===== src/rtl/fma_ctrl_pkg.sv =====
// Shared definitions for the FMA row-loader sequencing logic.
// The loader and frame_ctrl both size themselves from these constants.
package fma_ctrl_pkg;

  typedef enum logic [1:0] {
    IDLE     = 2'd0,
    COLLECT  = 2'd1,
    DISPATCH = 2'd2,
    ERR      = 2'd3
  } frame_state_t;

  localparam int ROW_WIDTH  = 70;
  localparam int FRAME_ROWS = 12;
  localparam int ROW_IDX_W  = 4;

endpackage


===== src/rtl/row_buf.sv =====
// Frame row buffer: one synchronous write port, one combinational read port.
// Entries are not reset; every entry is written before it is read.
module row_buf #(
  parameter int WIDTH = 70,
  parameter int ROWS  = 12,
  parameter int AW    = 4
) (
  input  logic             clk,
  input  logic             we,
  input  logic [AW-1:0]    waddr,
  input  logic [WIDTH-1:0] wdata,
  input  logic [AW-1:0]    raddr,
  output logic [WIDTH-1:0] rdata
);

  logic [WIDTH-1:0] mem [ROWS];

  always_ff @(posedge clk) begin
    if (we) mem[waddr] <= wdata;
  end

  assign rdata = mem[raddr];

endmodule


===== src/rtl/frame_ctrl.sv =====
// Frame sequencer: captures ROWS loader words into row_buf, then dispatches
// them in order over a valid/ready handshake to the FMA operand stage.
module frame_ctrl
  import fma_ctrl_pkg::*;
#(
  parameter int WIDTH = ROW_WIDTH,
  parameter int ROWS  = FRAME_ROWS,
  parameter int RW    = ROW_IDX_W
) (
  input  logic             clk,
  input  logic             rst_n,
  input  logic             start,
  input  logic             abort,
  input  logic             src_valid,
  output logic             sipo_en,
  input  logic             sipo_load,
  input  logic [WIDTH-1:0] sipo_dout,
  input  logic [RW-1:0]    sipo_row,
  output logic             op_valid,
  input  logic             op_ready,
  output logic [WIDTH-1:0] op_data,
  output logic [RW-1:0]    op_row,
  output logic             busy,
  output logic             done,
  output logic             err
);

  frame_state_t     state, state_nxt;
  logic [RW-1:0]    exp_row, exp_row_nxt;
  logic [RW-1:0]    disp_row, disp_row_nxt;
  logic             load_q;
  logic             capture, row_ok, hs, we;
  logic [RW-1:0]    waddr, raddr;
  logic [WIDTH-1:0] rdata;
  logic             op_valid_nxt, busy_nxt, done_nxt, err_nxt;
  logic [WIDTH-1:0] op_data_nxt;
  logic [RW-1:0]    op_row_nxt;

  // The loader keeps load high while its shift is gated, so only the rising
  // edge marks a fresh word.
  assign capture = (state == COLLECT) & sipo_load & ~load_q;
  assign row_ok  = (sipo_row == exp_row);
  assign hs      = (state == DISPATCH) & op_valid & op_ready;
  assign we      = capture & row_ok & ~abort;
  assign waddr   = exp_row - RW'(1);
  assign raddr   = disp_row_nxt - RW'(1);
  assign sipo_en = src_valid & (state == COLLECT);

  row_buf #(.WIDTH(WIDTH), .ROWS(ROWS), .AW(RW)) u_row_buf (
    .clk   (clk),
    .we    (we),
    .waddr (waddr),
    .wdata (sipo_dout),
    .raddr (raddr),
    .rdata (rdata)
  );

  always_ff @(posedge clk or negedge rst_n) begin
    if (!rst_n) begin
      state    <= IDLE;
      exp_row  <= RW'(1);
      disp_row <= RW'(1);
      load_q   <= 1'b0;
    end else begin
      state    <= state_nxt;
      exp_row  <= exp_row_nxt;
      disp_row <= disp_row_nxt;
      load_q   <= sipo_load;
    end
  end

  always_comb begin
    state_nxt    = state;
    exp_row_nxt  = exp_row;
    disp_row_nxt = disp_row;
    if (abort) begin
      state_nxt = IDLE;
    end else begin
      case (state)
        IDLE, ERR: begin
          if (start) begin
            state_nxt   = COLLECT;
            exp_row_nxt = RW'(1);
          end
        end
        COLLECT: begin
          if (capture) begin
            if (!row_ok) begin
              state_nxt = ERR;
            end else begin
              exp_row_nxt = exp_row + RW'(1);
              if (exp_row == RW'(ROWS)) begin
                state_nxt    = DISPATCH;
                disp_row_nxt = RW'(1);
              end
            end
          end
        end
        DISPATCH: begin
          if (hs) begin
            if (disp_row == RW'(ROWS)) state_nxt = IDLE;
            else disp_row_nxt = disp_row + RW'(1);
          end
        end
        default: state_nxt = IDLE;
      endcase
    end
  end

  // err tracks the ERR state exactly: only start or abort leave ERR.
  always_comb begin
    op_valid_nxt = (state_nxt == DISPATCH);
    busy_nxt     = (state_nxt == COLLECT) | (state_nxt == DISPATCH);
    err_nxt      = (state_nxt == ERR);
    done_nxt     = hs & (disp_row == RW'(ROWS)) & ~abort;
    op_row_nxt   = op_valid_nxt ? disp_row_nxt : '0;
    op_data_nxt  = '0;
    if (op_valid_nxt) op_data_nxt = (we && waddr == raddr) ? sipo_dout : rdata;
  end

  always_ff @(posedge clk or negedge rst_n) begin
    if (!rst_n) begin
      op_valid <= 1'b0;
      op_data  <= '0;
      op_row   <= '0;
      busy     <= 1'b0;
      done     <= 1'b0;
      err      <= 1'b0;
    end else begin
      op_valid <= op_valid_nxt;
      op_data  <= op_data_nxt;
      op_row   <= op_row_nxt;
      busy     <= busy_nxt;
      done     <= done_nxt;
      err      <= err_nxt;
    end
  end

endmodule

===== config.mk =====
export PLATFORM = sky130hd
export DESIGN_NAME = frame_ctrl
export DESIGN_NICKNAME = d
export VERILOG_FILES = /design/src/rtl/fma_ctrl_pkg.sv /design/src/rtl/row_buf.sv /design/src/rtl/frame_ctrl.sv
export SDC_FILE = /design/constraint.sdc
export NUM_CORES = 1
export LEC_CHECK = 0
export ABC_AREA = 1
export CAP_MARGIN = 25
export CORE_MARGIN = 2
export CORE_UTILIZATION = 35
export DETAILED_ROUTE_END_ITERATION = 10
export PLACE_DENSITY = 0.49
export RECOVER_POWER = 50
export SYNTH_ARGS = -nofsm -noshare
export SYNTH_HDL_FRONTEND = slang
export SYNTH_SLANG_ARGS = --single-unit

===== constraint.sdc =====
create_clock -name clk -period 4.4 [get_ports clk]
set_input_delay 0.88 -clock clk [delete_from_list [all_inputs] [get_ports clk]]
set_output_delay 0.88 -clock clk [all_outputs]
set_load 0.03 [all_outputs]

==> results.tsv <==
stage	metric	value	unit
sta	setup violators final	0	
critical_path	CP max stage delay	0.58	ns
die	initial core utilization	35.4	%
cts	hold_buf cts	0	
power	Psw	0.00802	W
sta	Final Max Slew Viols	40	
synthesis	sequential area share after synthesis	71.1	%
synthesis	syn avg cell area	11.2	um2
cts	Post-CTS Setup Bufs	0	
drt	antenna-violating nets left	0	
drt	WL met2	53800	um
synthesis	Synth area leaders	edfxtp_1 65%, nand3_1 13%, nand2_1 8.8%	
die	Die Y	336	um
outcome	status	finished, violations left	
power	PwrDens	535	mW/mm2
sta	Slew @ Worst Pin	3.22	ns
global_routing	total global routing overflow	0	
synthesis	async set or reset register ratio after synthesis	9.58	%
critical_path	CP Data Required Time	4.99	ns
drt	detailed-route wire length per cell	21.7	um
synthesis	Adder-Cell Fraction of Synth Area	0.421	%
synthesis	simple-gate share of the synthesized area	23.8	%
cts	CTS sink count	929	
drt	DR WL met3	5620	um
sta	RSZ-0062 raised after global routing	no	
synthesis	cells after synthesis	3457	
power	Max VDD drop	0.000382	V
critical_path	crit end category	flop	
drt	DRT Wirelength	112000	um
place	port bufs	159	
global_routing	GR Util All Layers	19.8	%
drt	Residual DRC	0	
drt	Detailed Route Iter0 Violations	1949	
place	Final HPWL DP	57000	um
global_routing	vias in the first global route	25543	
cts	TritonCTS buffer count	101	
synthesis	compound-cell area share of the yosys netlist	0.246	%
job	Max-Cap Viols	1	
global_routing	antenna violations before repair	6	
sta	Hold Fails Final Rpt	0	
cts	Clock Tree Buf Depth	3	
drt	Highest Signal Layer	met5	
synthesis	Yosys cell types	30	
cts	Clock Latency Late Sink	0.67	ns
place	dpl cells	4970	
synthesis	count leader, synth	nand3_1	
drt	vias	25865	
critical_path	cell with the largest stage delay on the worst path	dlygate4sd3_1	
power	Internal	0.0166	W
drt	vias per cell	5.01	
cts	CTS tree	built	
critical_path	Worst Path Arrival	4.16	ns
die	Ports	160	
synthesis	Yosys reg bits	929	
critical_path	critical path fanouts, max	13	
layout	Non-Filler Instances	5163	
sta	Tmin final	3.56	ns
layout	fraction of layout cells with a size suffix above 1	8.09	%
synthesis	Synth Flop Type	edfxtp_1	
drt	met1 wire length	50500	um
sta	Worst Clk Skew	0.0229	ns
critical_path	delay-heaviest family, CP	simple AND/OR/NAND/NOR gates	
critical_path	cell mode on critical path	nand2_1	
synthesis	multiplexer share of the synthesized area	0	%
die	die width	336	um
die	Core Area	0.109	mm2
critical_path	Buf/Inv on CP	7	
layout	Area growth syn-to-layout	19.0	%
sta	setup ws final	0.837	ns
sta	Worst slew margin	-115	%
critical_path	CP Class	input pin to flop	
synthesis	EDFF count, synth	840	
die	# rows	121	
global_routing	largest net degree at the start of global routing	187	
cts	H-tree depth	3	
cts	post_cts resized	0	
synthesis	post-synth top area share	65.3	%
sta	Tcrit/Tclk final	81.0	%
place	global placer's final weighted congestion	0.760	
synthesis	area leader, netlist	edfxtp_1	
power	Gate power share	26.4	%
synthesis	largest family of logic cells by synthesized area	simple AND/OR/NAND/NOR gates	
power	Clk network pwr share	34.1	%
critical_path	worst path cell trace	dlygate4sd3_1 -> inv_1 -> nand2_1 -> nand2_1 -> nor2_1 -> clkbuf_1 -> nand3_1 -> nand2_1 -> nand2_1 -> nand2_1 -> nand2_2 -> inv_1 -> ha_4 -> xor2_1 -> nor2_1 -> inv_1 -> nor3b_1 -> nand2_1 -> nor2_8 -> buf_12 -> buf_12 -> nor2_1 -> nor2_1	
layout	fillers	10289	
outcome	failing checks	capacitance limit, slew limit	
power	Leak	17.2	nW
synthesis	Post-Syn Area	0.0386	mm2
drt	Pre-Repair DR Iteration Count	5	
cts	Root Driver	clkbuf_16	
global_routing	first-pass GRT wire length	168000	um
hold_path	min-delay worst type	flop to flop	
synthesis	top post-synthesis cells by count	992 x nand3_1, 906 x nand2_1, 840 x edfxtp_1	
synthesis	Synth warnings	0	
place	pre-CTS WS	0.279	ns
critical_path	crit start category	input pin	
power	Reg power frac	39.5	%
synthesis	net count after synthesis	3551	
synthesis	xor and xnor fraction of the mapped netlist area	0.0907	%
die	Die Area	0.113	mm2
sta	Max Clk Rate	281	MHz
cts	clock slew seen by the registers of the worst setup and hold paths	0.06	ns
power	sw frac	32.6	%
layout	number of nets in the layout	3691	
cell type report:
class | count | area [um2] | area share, %
flip-flops and latches | 929 | 27500 | 59.7
diodes | 3 | 7.51 | 0.0163
multi-input cells | 2125 | 9640 | 21.0
well taps | 1476 | 1850 | 4.02
clock buffers | 136 | 2820 | 6.14
clock inverters | 54 | 468 | 1.02
inverters | 175 | 669 | 1.46
repair buffers | 265 | 3050 | 6.64
cell families after synthesis:
kind of cell               after synthesis
buffers and inverters                  403
and+or+nand+nor                       2092
AOI/OAI and AO/OA                       16
xor gates and xnor gates                 4
DFF                                    929
adders and majority gates               13
sequential cells by signal, summed over array words and instances (netlist names):
register and count:
busy 1, disp_row 4, op_data 70, state 2, op_valid 1, err 1, exp_row 4, u_row_buf.mem 840
op_row 4, load_q 1, done 1
stage by stage:
stage	util, %	cell area (um2)	setup TNS, ns	total power [W]	hold WS (ns)
finish	42.1	46000	0	0.0246	0.616
detailed placement	39.1	42700	0	0.0165	0.593
global route	42.1	46000	0	0.0259	0.666
floorplan	-	38600	-468.95	0.0139	0.529
CTS	42.1	46000	0	0.0249	0.287
global placement	39.1	42700	0	0.0165	0.581
layout by cell type (no fill, tap or decap), types with 2 or more instances in the layout:
cell type | Yosys | layout
a21oi_1 | 6 | 7
bufinv_16 | 0 | 7
clkdlybuf4s50_1 | 0 | 60
nand2_4 | 0 | 6
ha_1 | 13 | 11
edfxtp_1 | 840 | 840
clkinvlp_4 | 0 | 4
nor3_1 | 3 | 3
inv_8 | 0 | 2
buf_4 | 0 | 46
inv_6 | 0 | 4
nor2_2 | 10 | 9
dfrtp_1 | 87 | 87
inv_2 | 4 | 2
clkbuf_2 | 0 | 2
diode_2 | 0 | 3
nor2_4 | 2 | 14
o21ai_0 | 4 | 3
clkinv_2 | 0 | 22
clkbuf_16 | 0 | 103
clkinv_1 | 1 | 16
nor2_1 | 166 | 155
ha_4 | 0 | 2
dlygate4sd3_1 | 0 | 98
nand2_1 | 906 | 906
clkbuf_8 | 0 | 12
inv_1 | 170 | 171
clkbuf_1 | 117 | 25
xor2_1 | 4 | 4
nand2_2 | 10 | 3
nand3_1 | 992 | 992
buf_12 | 0 | 55
worst paths after layout:
| path | startpoint | end | slack (ns) | cells after the start |
|---|---|---|---|---|
| max reg2reg | exp_row[0] | op_data[12] | 0.84 | 21 |
| min reg2reg | disp_row[3] | disp_row[3] | 0.62 | 2 |
| max | sipo_row[3] | op_data[12] | 0.84 | 23 |
| min | disp_row[3] | disp_row[3] | 0.62 | 2 |
| max in group asynchronous | rst_n | op_data[27] | 0.93 | 2 |
| min in group asynchronous | rst_n | op_data[67] | 1.29 | 1 |
worst reg2reg max path, cell delays in order, from the launching register on:
cell	delay (ns)
dfstp_1	0.70
inv_1	0.22
ha_1	0.26
nand3_1	0.11
nor2_1	0.07
nand3_1	0.11
nand2_1	0.08
nand2_1	0.08
nand2_1	0.06
nand2_2	0.06
inv_1	0.08
ha_4	0.27
xor2_1	0.14
nor2_1	0.13
inv_1	0.06
nor3b_1	0.19
nand2_1	0.15
nor2_8	0.18
buf_12	0.21
buf_12	0.17
nor2_1	0.06
nor2_1	0.08
per-layer routing:
metal	track usage, %	vias up
li1	-	12271
met1	27.1	12776
met2	33.1	667
met3	2.88	147
met4	5.20	4
met5	0	-
power groups by stage:
stage / clock (W) / combinational [W] / sequential (W)
global route: 0.00891 / 0.00726 / 0.00970
detailed placement: 0 / 0.00659 / 0.00988
global placement: 0 / 0.00659 / 0.00988
finish: 0.00839 / 0.00649 / 0.00970
floorplan: 0 / 0.00407 / 0.00988
CTS: 0.00857 / 0.00661 / 0.00970
Power figures use the tool's default switching activity.
